`src/rtl/s2_conv_sequencer_pkg.sv`:
```
// Shared types and defaults for the stride-2 conv layer sequencer.
// Holds the FSM state enum and the output-buffer address helper.
package s2_pkg;
  localparam int N_FILTERS_DEF  = 4;
  localparam int POS_BITS_DEF   = 2;
  localparam int OUT_STRIDE_DEF = 36;
  localparam int AW_DEF         = 8;
  localparam int FLT_W          = 2;

  typedef enum logic [2:0] {IDLE, LOAD, SETTLE, RUN, FINISH} state_e;

  // Full-width address so the caller can detect overflow before truncating.
  function automatic logic [31:0] out_addr(input logic [31:0] flt,
                                           input logic [31:0] pos,
                                           input logic [31:0] stride);
    return flt * stride + pos;
  endfunction
endpackage

```
`src/rtl/s2_conv_sequencer_if.sv`:
```
// Handshake bundle between the sequencer, the filter loader and the output buffer.
// master = sequencer side, slave = environment/datapath side.
interface s2_conv_sequencer_if import s2_pkg::*; #(
  parameter int POS_BITS = POS_BITS_DEF,
  parameter int AW       = AW_DEF
) ();
  logic                  start;
  logic                  busy;
  logic                  done;
  logic                  flt_req;
  logic [FLT_W-1:0]      flt_sel;
  logic                  flt_ack;
  logic [FLT_W-1:0]      proc_dir;
  logic [2*POS_BITS-1:0] proc_counter;
  logic                  wr_en;
  logic [AW-1:0]         wr_addr;
  logic                  wr_ready;

  modport master (
    input  start, flt_ack, wr_ready,
    output busy, done, flt_req, flt_sel, proc_dir, proc_counter, wr_en, wr_addr
  );

  modport slave (
    output start, flt_ack, wr_ready,
    input  busy, done, flt_req, flt_sel, proc_dir, proc_counter, wr_en, wr_addr
  );
endinterface

```
`src/rtl/s2_conv_sequencer_pos_counter.sv`:
```
// {row,col} window position counter; col occupies the low bits so a plain
// increment advances col first and carries into row.
module pos_counter #(
  parameter int POS_BITS = 2
) (
  input  logic                  clk,
  input  logic                  rst_n,
  input  logic                  inc,
  input  logic                  clr,
  output logic [2*POS_BITS-1:0] pos,
  output logic                  last
);
  localparam int PW = 2 * POS_BITS;

  logic [PW-1:0] pos_q, pos_d;

  always_comb begin
    pos_d = pos_q;
    if (clr)      pos_d = '0;
    else if (inc) pos_d = pos_q + PW'(1);
  end

  always_ff @(posedge clk or negedge rst_n) begin
    if (!rst_n) pos_q <= '0;
    else        pos_q <= pos_d;
  end

  assign pos  = pos_q;
  assign last = &pos_q;
endmodule

```
`src/rtl/s2_conv_sequencer.sv`:
```
// Sweeps every filter over every {row,col} window position, loading each
// filter bank first and strobing one output-buffer write per position.
module s2_conv_sequencer import s2_pkg::*; #(
  parameter int N_FILTERS  = N_FILTERS_DEF,
  parameter int POS_BITS   = POS_BITS_DEF,
  parameter int OUT_STRIDE = OUT_STRIDE_DEF,
  parameter int AW         = AW_DEF
) (
  input  logic                 clk,
  input  logic                 rst_n,
  s2_conv_sequencer_if.master  bus
);
  localparam int PW = 2 * POS_BITS;

  state_e           state_q;
  logic [FLT_W-1:0] flt_q;
  logic             busy_q, done_q, flt_req_q, wr_en_q;

  logic [PW-1:0]    pos;
  logic             last, hs, clr;
  logic [31:0]      addr_w;

  // A write only retires when the buffer accepts it; otherwise everything holds.
  assign hs  = (state_q == RUN) && wr_en_q && bus.wr_ready;
  assign clr = ((state_q == IDLE) && bus.start) || (hs && last);

  pos_counter #(.POS_BITS(POS_BITS)) u_pos (
    .clk  (clk),
    .rst_n(rst_n),
    .inc  (hs),
    .clr  (clr),
    .pos  (pos),
    .last (last)
  );

  always_ff @(posedge clk or negedge rst_n) begin
    if (!rst_n) begin
      state_q   <= IDLE;
      flt_q     <= '0;
      busy_q    <= 1'b0;
      done_q    <= 1'b0;
      flt_req_q <= 1'b0;
      wr_en_q   <= 1'b0;
    end else begin
      done_q <= 1'b0;
      case (state_q)
        IDLE: if (bus.start) begin
          flt_q     <= '0;
          flt_req_q <= 1'b1;
          busy_q    <= 1'b1;
          state_q   <= LOAD;
        end
        LOAD: if (bus.flt_ack) begin
          flt_req_q <= 1'b0;
          state_q   <= SETTLE;
        end
        SETTLE: begin
          wr_en_q <= 1'b1;
          state_q <= RUN;
        end
        RUN: if (hs && last) begin
          wr_en_q <= 1'b0;
          if (flt_q == FLT_W'(N_FILTERS - 1)) begin
            done_q  <= 1'b1;
            state_q <= FINISH;
          end else begin
            flt_q     <= flt_q + FLT_W'(1);
            flt_req_q <= 1'b1;
            state_q   <= LOAD;
          end
        end
        FINISH: begin
          busy_q  <= 1'b0;
          state_q <= IDLE;
        end
        default: state_q <= IDLE;
      endcase
    end
  end

  assign addr_w = out_addr(32'(flt_q), 32'(pos), 32'(OUT_STRIDE));

  always_ff @(posedge clk) begin
    if (rst_n && wr_en_q) assert (addr_w < 32'(1 << AW));
  end

  assign bus.busy         = busy_q;
  assign bus.done         = done_q;
  assign bus.flt_req      = flt_req_q;
  assign bus.flt_sel      = flt_q;
  assign bus.proc_dir     = flt_q;
  assign bus.proc_counter = pos;
  assign bus.wr_en        = wr_en_q;
  assign bus.wr_addr      = addr_w[AW-1:0];
endmodule

```
`src/flat_wrapper.sv`:
```
// flat-port wrapper written by rule: the top's interface ports become plain ports
module s2_conv_sequencer_flat import s2_pkg::*;
#(
  parameter int N_FILTERS  = N_FILTERS_DEF,
  parameter int POS_BITS   = POS_BITS_DEF,
  parameter int OUT_STRIDE = OUT_STRIDE_DEF,
  parameter int AW         = AW_DEF
)
  (clk, rst_n, bus_start, bus_flt_ack, bus_wr_ready, bus_busy, bus_done, bus_flt_req, bus_flt_sel, bus_proc_dir, bus_proc_counter, bus_wr_en, bus_wr_addr);
  s2_conv_sequencer_if #(.POS_BITS(POS_BITS), .AW(AW)) bus_i ();
  input  logic clk;
  input  logic rst_n;
  input wire logic [$bits(bus_i.start)-1:0] bus_start;
  input wire logic [$bits(bus_i.flt_ack)-1:0] bus_flt_ack;
  input wire logic [$bits(bus_i.wr_ready)-1:0] bus_wr_ready;
  output wire logic [$bits(bus_i.busy)-1:0] bus_busy;
  output wire logic [$bits(bus_i.done)-1:0] bus_done;
  output wire logic [$bits(bus_i.flt_req)-1:0] bus_flt_req;
  output wire logic [$bits(bus_i.flt_sel)-1:0] bus_flt_sel;
  output wire logic [$bits(bus_i.proc_dir)-1:0] bus_proc_dir;
  output wire logic [$bits(bus_i.proc_counter)-1:0] bus_proc_counter;
  output wire logic [$bits(bus_i.wr_en)-1:0] bus_wr_en;
  output wire logic [$bits(bus_i.wr_addr)-1:0] bus_wr_addr;
  assign bus_i.start = bus_start;
  assign bus_i.flt_ack = bus_flt_ack;
  assign bus_i.wr_ready = bus_wr_ready;
  assign bus_busy = bus_i.busy;
  assign bus_done = bus_i.done;
  assign bus_flt_req = bus_i.flt_req;
  assign bus_flt_sel = bus_i.flt_sel;
  assign bus_proc_dir = bus_i.proc_dir;
  assign bus_proc_counter = bus_i.proc_counter;
  assign bus_wr_en = bus_i.wr_en;
  assign bus_wr_addr = bus_i.wr_addr;
  s2_conv_sequencer #(.N_FILTERS(N_FILTERS), .POS_BITS(POS_BITS), .OUT_STRIDE(OUT_STRIDE), .AW(AW)) u_core (.clk(clk), .rst_n(rst_n), .bus(bus_i));
endmodule
```
`config.mk`:
```
export PLATFORM = sky130hd
export DESIGN_NAME = s2_conv_sequencer_flat
export DESIGN_NICKNAME = d
export VERILOG_FILES = /design/src/rtl/s2_conv_sequencer_pkg.sv /design/src/rtl/s2_conv_sequencer_if.sv /design/src/rtl/s2_conv_sequencer_pos_counter.sv /design/src/rtl/s2_conv_sequencer.sv /design/src/flat_wrapper.sv
export SDC_FILE = /design/constraint.sdc
export NUM_CORES = 1
export LEC_CHECK = 0
export ABC_AREA = 1
export CELL_PAD_IN_SITES_DETAIL_PLACEMENT = 1
export CELL_PAD_IN_SITES_GLOBAL_PLACEMENT = 2
export CORE_MARGIN = 3
export CORE_UTILIZATION = 25
export CTS_CLUSTER_SIZE = 20
export DETAILED_ROUTE_END_ITERATION = 16
export PLACE_DENSITY = 0.8
export SYNTH_ARGS = -nofsm -noshare
export SYNTH_HDL_FRONTEND = slang
export SYNTH_HIERARCHICAL = 1
export SYNTH_SLANG_ARGS = --single-unit
```
`constraint.sdc`:
```
create_clock -name clk -period 2.1 [get_ports clk]
set_input_delay 0.21 -clock clk [delete_from_list [all_inputs] [get_ports clk]]
set_output_delay 0.21 -clock clk [all_outputs]
set_load 0.02 [all_outputs]
```
# Word-level counts from Yosys, hierarchy flattened

Cells that the tools add are included.

Mux-type cells: 22
Eq/ne operators: 9
Divide/modulo/power cells: 0
Bitwise gates (word level): 0
Reductions and logical operators: 17
Multiply operators: 1
Shifts and indexed selects: 0
Add/sub/neg operators: 3
Order comparisons: 0

Operator list:

| kind                                                                  | number |
|---|---|
| 3-bit two-way mux                                                     | 4 |
| 3-bit case mux with 4 select lines                                    | 1 |
| 8-bit by 4-bit adder with 8-bit output                                | 1 |
| 1-bit two-way mux                                                     | 8 |
| 4-bit two-way mux                                                     | 2 |
| 2-bit inequality test, second input constant                          | 4 |
| 4-bit AND reduction                                                   | 2 |
| 2-bit nonzero test                                                    | 4 |
| 3-bit by 2-bit equality test with 1-bit output, second input constant | 2 |
| 2-bit by 4-bit multiplier with 6-bit output, second input constant    | 1 |
| 2-bit two-way mux                                                     | 3 |
| 5-bit AND reduction                                                   | 1 |
| 4-bit by 1-bit adder with 4-bit output, second input constant         | 1 |
| 1-bit logical AND                                                     | 4 |
| 1-bit case mux with 2 select lines                                    | 2 |
| 2-bit case mux with 2 select lines                                    | 1 |
| 2-bit AND reduction                                                   | 2 |
| 3-bit by 1-bit equality test with 1-bit output, second input constant | 1 |
| 3-bit equality test, second input constant                            | 1 |
| 3-bit logical NOT                                                     | 1 |
| 1-bit case mux with 3 select lines                                    | 1 |
| 3-bit AND reduction                                                   | 1 |
| 3-bit nonzero test                                                    | 1 |
| 2-bit by 1-bit adder with 2-bit output, second input constant         | 1 |
| 2 further kinds                                                       | 2 |

ROM bits: 0
Output and inout port bits: 20
Word-level logic and storage cells: 59
Flip-flop bits (word level): 13
Memories: 0
Memory bits (writable): 0
Input port bits: 5
Bits in latches: 0

# Depth between registers and ports, before layout

Depth after elaboration: 6
Mapped depth: 12
Depth with buffers taken out: 12

# Cells and area by module

The synthesis kept the hierarchy.

Modules (own cells, without submodules):

| module            | times used | seq. area each (µm²) | area an instance (µm²) | cells an instance |
|---|---|---|---|---|
| s2_conv_sequencer | 1          | 225.2                | 608.1                  | 79 |
| pos_counter       | 1          | 100.1                | 211.5                  | 26 |

# Worst setup path after synthesis

Ideal clock, no wire load.

Path type: register -> register
From: register u_core.u_pos.pos_q[1] (netlist: u_core/u_pos/pos[1])
To: register u_core.u_pos.pos_q[3] (netlist: u_core/u_pos/pos[3])
Data required time: 1.980 ns
Setup slack: 0.393 ns
Cell stages (with the launch flop): 13
Buffers on the path: 0
Arrival: 1.588 ns
Period minus slack after synthesis: 1.707 ns
Path through: dfrtp_1 ha_1 nand2_1 nor2_1 inv_1 nor3_1 inv_2 nand2_1 nor2_2 nor2_4 nand3_1 nand2_1 nor2_1

Cells in the longest elaborated chain, start to end: 4

RTL lines:

| element                                                 | RTL line                            | RTL |
|---|---|---|
| start: declaration                                      | s2_conv_sequencer_pos_counter.sv:15 | `logic [PW-1:0] pos_q, pos_d;` |
| start signal: assignment                                | s2_conv_sequencer_pos_counter.sv:25 | `else pos_q <= pos_d;` |
| 4-bit AND reduction *                                   | s2_conv_sequencer_pos_counter.sv:29 | `assign last = &pos_q;` |
| named net u_core.last                                   | s2_conv_sequencer.sv:20             | `logic last, hs, clr;` |
| 1-bit logical AND *                                     | s2_conv_sequencer.sv:25             | `assign clr = ((state_q == IDLE) && bus.start) \|\| (hs && last);` |
| 1-bit logical OR *                                      | s2_conv_sequencer.sv:25             |  |
| named net u_core.clr                                    | s2_conv_sequencer.sv:20             |  |
| 4-bit two-way mux or 2-bit nonzero test (tied branches) | --                                  |  |

The timed path passes the listed nets; every way through them passes the cells marked *. The select of a mux whose other input is x is not followed.
A chain may end at the register's enable or synchronous reset.

# Worst setup path after layout

From: register u_core.u_pos.pos_q[2] (netlist: u_core/u_pos/pos[2])
To: output bus_wr_addr[4]

Cells in the longest elaborated chain, start to end: 1

RTL lines:

| element                                | RTL line                    | RTL |
|---|---|---|
| 8-bit by 4-bit adder with 8-bit output | s2_conv_sequencer_pkg.sv:16 | `return flt * stride + pos;` |
| end: declaration                       | flat_wrapper.sv:23          | `output wire logic [$bits(bus_i.wr_addr)-1:0] bus_wr_addr;` |

No other way between the ends.

==> flow_metrics.py <==
metrics = {
    "timing": {
        "maxSlewViolCount": 0,
        "setup_tns_ns": 0,
        "final-setup-viol-count": 0,
        "relSlewSlack_pct": 58.2,
        "min_period_over_period_pct": 96.0,
        "rsz0062_at_grt": "false",
        "timing.hold.ws_ns": 0.308,
        "hold_viol_final": 0,
        "worstMarginPinSlew_ns": 0.625,
        "layout_min_cycle_time_ns": 2.02,
        "skew_ns": 0.000520,
        "maxClockFrequency_mhz": 496,
    },
    "yosys": {
        "syn_nets": 114,
        "synth_seq_cells": 13,
        "postSynthCellCount": 105,
        "ys_types": 24,
        "syn_area_um2": 820,
        "yosys_warnings": 6,
        "avgSynthCellArea_um2": 7.81,
        "seq_area_frac_synth_pct": 39.7,
    },
    "setup_path": {
        "cpMaxStageDelayCell": "clkdlybuf4s50_1",
        "worstPathCellList": "ha_1, fa_1, clkdlybuf4s50_1",
        "path_max_fanout": 5,
        "critPathMaxStageDelay_ns": 0.54,
        "crit_family": "adder cells",
        "critPathArrivalTime_ns": 1.81,
        "end_kind": "output port",
        "critPathBufInv": 1,
        "required_ns": 1.89,
        "path_class": "reg -> out",
        "worstSetupStartpointType": "flop",
    },
    "cts": {
        "postCtsSetupBuffers": 0,
        "clkSinkCount": 13,
        "clk_pin_slew_worst_paths_ns": 0.09,
        "cts_buffers": 3,
        "cts_tree": "done",
        "cts_root_buf": "clkbuf_4",
        "htreeDepth": 1,
        "insertion_delay_ns": 0.28,
        "clk_path_buf_depth": 2,
    },
    "global_routing": {
        "grt_antenna_before_repair": 0,
        "grt_pass1_vias": 729,
        "overflow": 0,
        "grt_max_degree": 14,
        "grt_pass1_wl_mm": 3.23,
        "grtUsageTotal_pct": 10.3,
    },
    "status": {
        "outcome": "complete, no violations",
    },
    "power": {
        "power_frac_clock_pct": 11.1,
        "peakVddDrop_uv": 370,
        "power_frac_seq_pct": 29.5,
        "switching_share_pct": 47.6,
        "combPwrFrac_pct": 59.3,
        "p_total_w": 0.00150,
        "leakagePower_nw": 0.530,
        "powerDensity_mw_per_mm2": 1400,
        "p_int_w": 0.000784,
        "p_sw_w": 0.000712,
    },
    "layout": {
        "finish.utilization_pct": 34.6,
        "final.fill_count": 380,
        "layout.nets": 134,
        "final_common_cell": "nand2_1",
        "antenna_cells": 0,
        "drive_above_1_share_pct": 12.9,
        "final_cell_mix": "26 x nand2_1, 22 x clkdlybuf4s50_1, 13 x dfrtp_1, 12 x inv_1, 8 x nor2_1",
        "area_growth_pct": 30.1,
    },
    "placed_design": {
        "hpwl_mm": 1.49,
        "portBuffers": 23,
        "place_congestion": 0.755,
    },
    "route": {
        "route.detailed.drc": 0,
        "vias": 721,
        "wl_mm": 1.89,
        "viasPerCell": 4.29,
        "firstDrtPassIters": 2,
        "drtIter0Drc": 11,
        "antenna_left": 0,
        "wl_per_cell_um": 11.2,
    },
    "floorplan": {
        "core_mm2": 0.00308,
        "pin_count": 25,
        "dieArea_mm2": 0.00400,
        "fp.dieH_um": 63.3,
        "start_util_pct": 26.6,
        "placementRows": 20,
        "die_w_um": 63.3,
    },
    "run": {
        "maxCapViolCount": 0,
    },
    "worst_hold_path": {
        "min_path_type": "in -> async",
    },
}
==> power by group through the flow <==
stage	Sequential, W	Clock [W]	Combinational, W
after floorplan	0.000473	0	0.000605
after global placement	0.000447	0	0.000895
after detailed placement	0.000452	0	0.000908
after CTS	0.000447	0.000173	0.000902
after global routing	0.000465	0.000183	0.000978
final	0.000442	0.000167	0.000888
==> cell usage after synthesis <==
cell	number	area [µm²]
a31oi_1	1	6.26
nand2_2	2	12.5
o21ai_0	1	5.00
o211ai_1	1	7.51
nand4_1	1	6.26
nand3_2	1	10.0
nor2_2	3	18.8
dfrtp_1	13	325
buf_4	8	60.1
inv_2	4	15.0
ha_1	3	37.5
fa_1	1	20.0
o21ai_2	1	8.76
conb_1	1	3.75
nor2_1	8	30.0
buf_6	1	11.3
nand2_1	26	97.6
inv_1	12	45.0
nand3b_1	2	15.0
nor3_1	2	10.0
nand3_1	7	35.0
a21oi_1	4	20.0
a211oi_1	1	7.51
nor2_4	1	11.3
==> flip-flops by register name (all words and copies together) (netlist names) <==
name	flops
u_core/bus.flt_sel	2
u_core/u_pos/pos	4
u_core/bus.done	1
u_core/bus.busy	1
u_core/bus.flt_req	1
u_core/bus.wr_en	1
u_core/state_q	3
==> final timing paths <==
path	start	depth (start not counted)	endpoint	slack [ns]
setup / recovery	u_core/u_pos/pos[2]	3	bus_wr_addr[4]	0.08
hold / removal	rst_n	1	u_core/bus.busy	0.31
setup reg to reg	u_core/u_pos/pos[1]	12	u_core/u_pos/pos[3]	0.34
hold reg to reg	u_core/bus.flt_req	2	u_core/bus.flt_req	0.48
max in group asynchronous	rst_n	1	u_core/state_q[0]	1.39
min in group clk	u_core/bus.flt_req	2	u_core/bus.flt_req	0.48
==> final cells by class <==
type / count / area, µm² / area share [%]
Multi-Input combinational cell: 67 / 363 / 34.0
Clock buffer: 4 / 26.3 / 2.46
Inverter: 16 / 60.1 / 5.63
Tap cell: 44 / 55.1 / 5.16
Timing Repair Buffer: 24 / 236 / 22.2
Sequential cell: 13 / 325 / 30.5
==> logic make-up after synthesis <==
| group | after synthesis | synth area share [%] |
|---|---|---|
| AO/OA/AOI/OAI | 9 | 6.72 |
| other | 1 | 0.458 |
| buffers and inverters | 25 | 16.0 |
| flip-flops | 13 | 39.7 |
| adder cells (fa/ha/maj) | 4 | 7.02 |
| AND/OR/NAND/NOR | 53 | 30.1 |
==> what timing repair did <==
| item | CTS | global route |
|---|---|---|
| resized for setup | 1 | 0 |
| setup endpoints to repair | 1 | 0 |
| hold buffers | 0 | 0 |
==> through the flow <==
step	worst slack (ns)	area [µm²]	cells
2_1_floorplan	0.393	820	105
3_3_place_gp	0.215	1040	164
3_5_place_dp	0.208	1040	164
4_1_cts	0.0572	1070	168
5_1_grt	0.00923	1070	168
6_report	0.0832	1070	168
==> metal layers <==
metal	wire length [µm]	vias up	part of all wire, %	GRT usage, %
li1	-	360	-	-
met1	859	342	46	11.6
met2	886	15	47	17.4
met3	97	4	5.1	2.85
met4	42	0	2.2	5.66
met5	0	-	0	0
Power figures use the tool's default switching activity.
